### src/rtl/inv_sub_bytes_seq.sv
// Sequential AES InvSubBytes engine: BYTES_PER_CYCLE inverse S-box lanes walk a 128-bit state chunk by chunk.
// Optional macro INV_SUB_BYTES_ROUNDTRIP_CHECK_EN adds forward S-boxes and a sticky check_err output.
module inv_sub_bytes_seq #(
  parameter int BYTES_PER_CYCLE = 4
) (
  input  logic         clk,
  input  logic         rst,
  input  logic         in_valid,
  output logic         in_ready,
  input  logic [127:0] state_in,
  output logic         out_valid,
  input  logic         out_ready,
  output logic [127:0] state_out,
  output logic         busy
`ifdef INV_SUB_BYTES_ROUNDTRIP_CHECK_EN
  ,
  output logic         check_err
`endif
);

  localparam int NUM_CHUNKS = 16 / BYTES_PER_CYCLE;
  localparam int CNT_W = (NUM_CHUNKS > 1) ? $clog2(NUM_CHUNKS) : 1;
  localparam logic [CNT_W-1:0] LAST_CNT = CNT_W'(NUM_CHUNKS - 1);

  if (!(BYTES_PER_CYCLE == 1 || BYTES_PER_CYCLE == 2 || BYTES_PER_CYCLE == 4 ||
        BYTES_PER_CYCLE == 8 || BYTES_PER_CYCLE == 16)) begin : g_bad_bpc
    $error("inv_sub_bytes_seq: BYTES_PER_CYCLE must be 1, 2, 4, 8 or 16");
  end

  // Element 0 is the leftmost byte, so the table reads in natural S-box order.
  localparam logic [0:255][7:0] INV_SBOX = {
    128'h52096ad53036a538bf40a39e81f3d7fb, 128'h7ce339829b2fff87348e4344c4dee9cb,
    128'h547b9432a6c2233dee4c950b42fac34e, 128'h082ea16628d924b2765ba2496d8bd125,
    128'h72f8f66486689816d4a45ccc5d65b692, 128'h6c704850fdedb9da5e154657a78d9d84,
    128'h90d8ab008cbcd30af7e45805b8b34506, 128'hd02c1e8fca3f0f02c1afbd0301138a6b,
    128'h3a9111414f67dcea97f2cfcef0b4e673, 128'h96ac7422e7ad3585e2f937e81c75df6e,
    128'h47f11a711d29c5896fb7620eaa18be1b, 128'hfc563e4bc6d279209adbc0fe78cd5af4,
    128'h1fdda8338807c731b11210592780ec5f, 128'h60517fa919b54a0d2de57a9f93c99cef,
    128'ha0e03b4dae2af5b0c8ebbb3c83539961, 128'h172b047eba77d626e169146355210c7d
  };

  typedef enum logic [1:0] {IDLE, BUSY, DONE} state_t;

  state_t            state_q, state_d;
  logic [15:0][7:0]  work_q, work_d;
  logic [CNT_W-1:0]  cnt_q;
  logic [127:0]      state_out_q;
  logic [7:0]        lane_in  [BYTES_PER_CYCLE];
  logic [7:0]        lane_out [BYTES_PER_CYCLE];

  // Byte i of the state lives at packed index 15-i of the work register.
  function automatic logic [3:0] byte_pos(input logic [CNT_W-1:0] c, input int lane);
    return 4'(15 - (int'(c) * BYTES_PER_CYCLE + lane));
  endfunction

  always_comb begin
    for (int l = 0; l < BYTES_PER_CYCLE; l++) begin
      lane_in[l] = work_q[byte_pos(cnt_q, l)];
    end
  end

  for (genvar g = 0; g < BYTES_PER_CYCLE; g++) begin : g_lane
    assign lane_out[g] = INV_SBOX[lane_in[g]];
  end

  always_comb begin
    work_d = work_q;
    for (int l = 0; l < BYTES_PER_CYCLE; l++) begin
      work_d[byte_pos(cnt_q, l)] = lane_out[l];
    end
  end

  always_ff @(posedge clk) begin
    if (rst) state_q <= IDLE;
    else     state_q <= state_d;
  end

  always_comb begin
    state_d   = state_q;
    in_ready  = (state_q == IDLE);
    busy      = (state_q == BUSY);
    out_valid = (state_q == DONE);
    unique case (state_q)
      IDLE:    if (in_valid)          state_d = BUSY;
      BUSY:    if (cnt_q == LAST_CNT) state_d = DONE;
      DONE:    if (out_ready)         state_d = IDLE;
      default:                        state_d = IDLE;
    endcase
  end

  // state_out is a separate register so it survives the next accepted state.
  always_ff @(posedge clk) begin
    if (rst) begin
      work_q      <= '0;
      cnt_q       <= '0;
      state_out_q <= '0;
    end else begin
      unique case (state_q)
        IDLE: begin
          if (in_valid) begin
            work_q <= state_in;
            cnt_q  <= '0;
          end
        end
        BUSY: begin
          work_q <= work_d;
          if (cnt_q == LAST_CNT) begin
            cnt_q       <= '0;
            state_out_q <= work_d;
          end else begin
            cnt_q <= cnt_q + 1'b1;
          end
        end
        default: ;
      endcase
    end
  end

  assign state_out = state_out_q;

`ifdef INV_SUB_BYTES_ROUNDTRIP_CHECK_EN
  localparam logic [0:255][7:0] SBOX = {
    128'h637c777bf26b6fc53001672bfed7ab76, 128'hca82c97dfa5947f0add4a2af9ca472c0,
    128'hb7fd9326363ff7cc34a5e5f171d83115, 128'h04c723c31896059a071280e2eb27b275,
    128'h09832c1a1b6e5aa0523bd6b329e32f84, 128'h53d100ed20fcb15b6acbbe394a4c58cf,
    128'hd0efaafb434d338545f9027f503c9fa8, 128'h51a3408f929d38f5bcb6da2110fff3d2,
    128'hcd0c13ec5f974417c4a77e3d645d1973, 128'h60814fdc222a908846eeb814de5e0bdb,
    128'he0323a0a4906245cc2d3ac629195e479, 128'he7c8376d8dd54ea96c56f4ea657aae08,
    128'hba78252e1ca6b4c6e8dd741f4bbd8b8a, 128'h703eb5664803f60e613557b986c11d9e,
    128'he1f8981169d98e949b1e87e9ce5528df, 128'h8ca1890dbfe6426841992d0fb054bb16
  };

  logic [BYTES_PER_CYCLE-1:0] lane_bad;
  logic                       check_err_q;

  for (genvar g = 0; g < BYTES_PER_CYCLE; g++) begin : g_check
    assign lane_bad[g] = (SBOX[lane_out[g]] != lane_in[g]);
  end

  // Sticky until reset; only bytes actually processed in BUSY are judged.
  always_ff @(posedge clk) begin
    if (rst) check_err_q <= 1'b0;
    else if (state_q == BUSY && |lane_bad) check_err_q <= 1'b1;
  end

  assign check_err = check_err_q;
`endif

endmodule

### config.mk
export PLATFORM = sky130hd
export DESIGN_NAME = inv_sub_bytes_seq
export DESIGN_NICKNAME = d
export VERILOG_FILES = /design/src/rtl/inv_sub_bytes_seq.sv
export SDC_FILE = /design/constraint.sdc
export NUM_CORES = 1
export LEC_CHECK = 0
export CAP_MARGIN = 20
export CORE_ASPECT_RATIO = 0.8
export CORE_MARGIN = 8
export CORE_UTILIZATION = 25
export CTS_BUF_LIST = sky130_fd_sc_hd__clkbuf_4 sky130_fd_sc_hd__clkbuf_8
export DETAILED_ROUTE_END_ITERATION = 6
export PLACE_DENSITY_LB_ADDON = 0.25
export SLEW_MARGIN = 20
export SYNTH_ARGS = -nofsm -noshare
export SYNTH_HDL_FRONTEND = slang
export SYNTH_SLANG_ARGS = --single-unit
### constraint.sdc
create_clock -name clk -period 4.4 [get_ports clk]
set_input_delay 1.32 -clock clk [delete_from_list [all_inputs] [get_ports clk]]
set_output_delay 1.32 -clock clk [all_outputs]
set_load 0.05 [all_outputs]
==> results.md <==
- Initial drt markers: about 5,500
- Die area: 0.114 mm^2
- DR vias: 33,200
- Initial antenna violation count: 8
- Port Buffers: 262
- Post-route cell area: ~0.033 mm^2
- Gpl congestion: 1.03
- Mapped cell area: ~0.026 mm^2
- Final period util: a little over nine tenths
- TritonCTS Buffers: 42
- Layout area overhead: 27.3%
- RSZ-0062 raised after global routing: false
- CP Class: reg2reg
- Cell Pwr Density: roughly 450 mW/mm^2
- Critical Path RT: just under 5000 ps
- Final Power: between 10 and 15 mW
- First-pass GRT wire length: 239,000 um
- CTS tree: yes
- Max Root-Sink Buffers: 3
- Top_reg_cell synth: dfxtp_1
- Final core utilization: 32.1%
- GRT Total Usage: between 20 and 30%
- Clk Latency, worst-skew pair: 690 ps
- Min-Delay Path Class: reg2reg
- Final wirelength: around 170,000 um
- Chip width: 375 um
- Cell Count, Final, Fillers Out: 5,156
- Clock sink total: 260
- Clock skew: ~72 ps
- DP HPWL: 127,000 um
- Worst-Margin Slew: about 1100 ps
- DR WL/cell: 33.1 um
- DRC: 0
- Htree depth: 2
- Startpoint types: flip-flop
- Number of synthesized flops with an enable pin: 0
- Initial core utilization: approximately a quarter
- Tmin final: approximately 4300 ps
- Worst Setup End Kind: flip-flop
- Critical path, cell by cell: buf_12 > mux4_4 > buf_4 > nand2b_1 > and3_1 > o21ai_0 > o221ai_1 > o311ai_1 > and2_1 > a2111oi_0
- Final ANT Viol Nets: 0
- Setup WS pre-CTS: about 18 ps
- Max_cap viols: 0
- Final hold violation count: 0
- Worst hold stages: 2
- Critical Path Fanout Max: 19
- Hold_buf cts: 0
- Root buffer cell: clkbuf_8
- Post-detailed-route via-to-cell ratio: about 6.4
- Share of layout cells above drive strength 1: 18.3%
- Syn_nets: approximately 3,700
- I/O Pins: approximately 260
- Syn Inst Count: approximately 3,500
- Yosys cell types: between 100 and 150
- Final setup viols: 0
- Worst-path clk slew: 70 ps
- Final setup margin: slightly above 100 ps
- Max stage delay on crit path: 870 ps
- Slowest CP cell: mux4_4
- Status: finished clean
- Leak Pwr: about 12 nW
- DRT Pass-1 Iters: 6
- Total core area: around 0.1 mm^2
- Final #Nets: approximately 4,000
- Worst rel slew slack: ~28%
- Peak supply drop: between 0.0002 and 0.00025 V
- Die Height: ~300 um
- Post-Syn Area per Cell: 7.49 um^2
- Number of global-route vias before repair: a little over 30,000
- Largest net degree at the start of global routing: ~170
- Max Fclk: around 230 MHz
- Max-slew violations: 0
- Synth Register Bits: 260
- Async set or reset register ratio after synthesis: 0%
- Row cnt: ~110
- Placed Area: 0.0319 mm^2
- Placed cells: 5,078
- Sequential fraction of the synthesis area: between 20 and 25%
- Data arrival, critical path: ~4800 ps
- Worst R2R Path Depth: 10
- Grt ovf: 0
- Synth warn: 0
## synth_stat cells, drive strengths merged, types with 26 or more instances
cell,instances,area share [%]
a2111oi,41,1.9
a211oi,68,2.0
a21oi,252,4.9
a221oi,38,1.4
a22oi,66,2.0
a311oi,65,2.2
a31oi,113,2.8
a32oi,26,0.91
and2,40,0.99
and4,58,2.0
buf,169,4.1
clkbuf,229,3.6
dfxtp,260,20
ha,84,4.1
inv,51,0.75
mux2,36,1.6
mux2i,95,3.7
mux4,30,2.6
nand2,262,3.8
nand2b,78,1.9
nand3,100,2.0
nor2,326,4.7
nor2b,29,0.70
nor3,67,1.4
o211ai,71,2.1
o21ai,250,4.8
o221ai,43,1.5
o22ai,89,2.2
o311ai,41,1.4
or2,34,0.82
## flip-flops by register name (all words and copies together) (netlist names)
signal     count
cnt_q          2
state_out    128
work_q       128
state_q        2
## cell usage in the layout, fill, tap and decap left out, drive strengths merged, types with 43 or more instances in the layout
cell type / count
nand2b: 78
a311oi: 65
o221ai: 43
o22ai: 89
a211oi: 68
a31oi: 113
inv: 53
nand2: 262
dfxtp: 260
o21ai: 250
mux2i: 95
nor3: 67
a22oi: 66
clkdlybuf4s50: 260
nand3: 100
a21oi: 252
o211ai: 71
clkbuf: 62
and4: 58
nor2: 326
ha: 84
buf: 432
## what timing repair did
action,in CTS,in global routing
buffers inserted,0,1
hold endpoints to repair,0,0
setup endpoints to repair,0,28
gates resized for setup,0,2
## layout make-up
cell class	count	area, um^2
Multi-Input combinational cell	2736	18500
Timing Repair Buffer	692	6310
Fill cell	11100	69600
Inverter	54	211
Antenna cell	2	5.00
Clock buffer	62	810
Tap cell	1337	1670
Clock inverter	13	169
Sequential cell	260	5210
## logic make-up (layout without fill, tap and decap cells)
kind of cell    Yosys count  after routing  share of synthesized area [%]
compound gates         1379           1379                           37.6
fa+ha+maj                84             84                           4.07
other cells               0              2                              0
simple gates           1100           1100                           21.1
xor+xnor                 12             12                          0.494
buf+inv                 454            821                           8.54
mux                     161            161                           7.98
flops                   260            260                           20.2
## per-stage QoR
step           hold WS [ps]  setup TNS, ps
5_1_grt                 480              0
3_3_place_gp            445          -26.2
4_1_cts                 464              0
3_5_place_dp            450              0
2_1_floorplan           456              0
6_report                465              0
## worst max-delay path: cells and delay by family, from the launching register on
kind                   cells  cell delay [ps]
muxes                      1              870
and+or+nand+nor            3              810
AOI/OAI and AO/OA          4             1240
buffers and inverters      2              540
DFF                        1              620
## per-layer routing
| metal | GRT usage, % | vias to the layer above | share of wire (%) |
|---|---|---|---|
| met4 | 9.01 | 6 | 3.9 |
| met5 | 0 | - | 0.024 |
| met3 | 9.22 | 348 | 13 |
| li1 | - | 14000 | - |
| met1 | 40.7 | 16300 | 44 |
| met2 | 38.6 | 2507 | 39 |
## power by group
group / switching [mW] / internal [mW]
Combinational: 6.16 / 3.36
Clock: 1.18 / 1.37
Sequential: 0.187 / 2.49
## path summary, 6_finish.rpt
check,from,endpoint,slack [ps]
worst max register to register,cnt_q[0]$_SDFFE_PP0P_,work_q[100]$_SDFFE_PP0P_,100
worst max-delay path,cnt_q[0]$_SDFFE_PP0P_,work_q[100]$_SDFFE_PP0P_,100
worst min register to register,state_out[20]$_SDFFE_PP0P_,state_out[20]$_SDFFE_PP0P_,460
worst min-delay path,state_out[20]$_SDFFE_PP0P_,state_out[20]$_SDFFE_PP0P_,460
(Power assumes the default switching activity.)
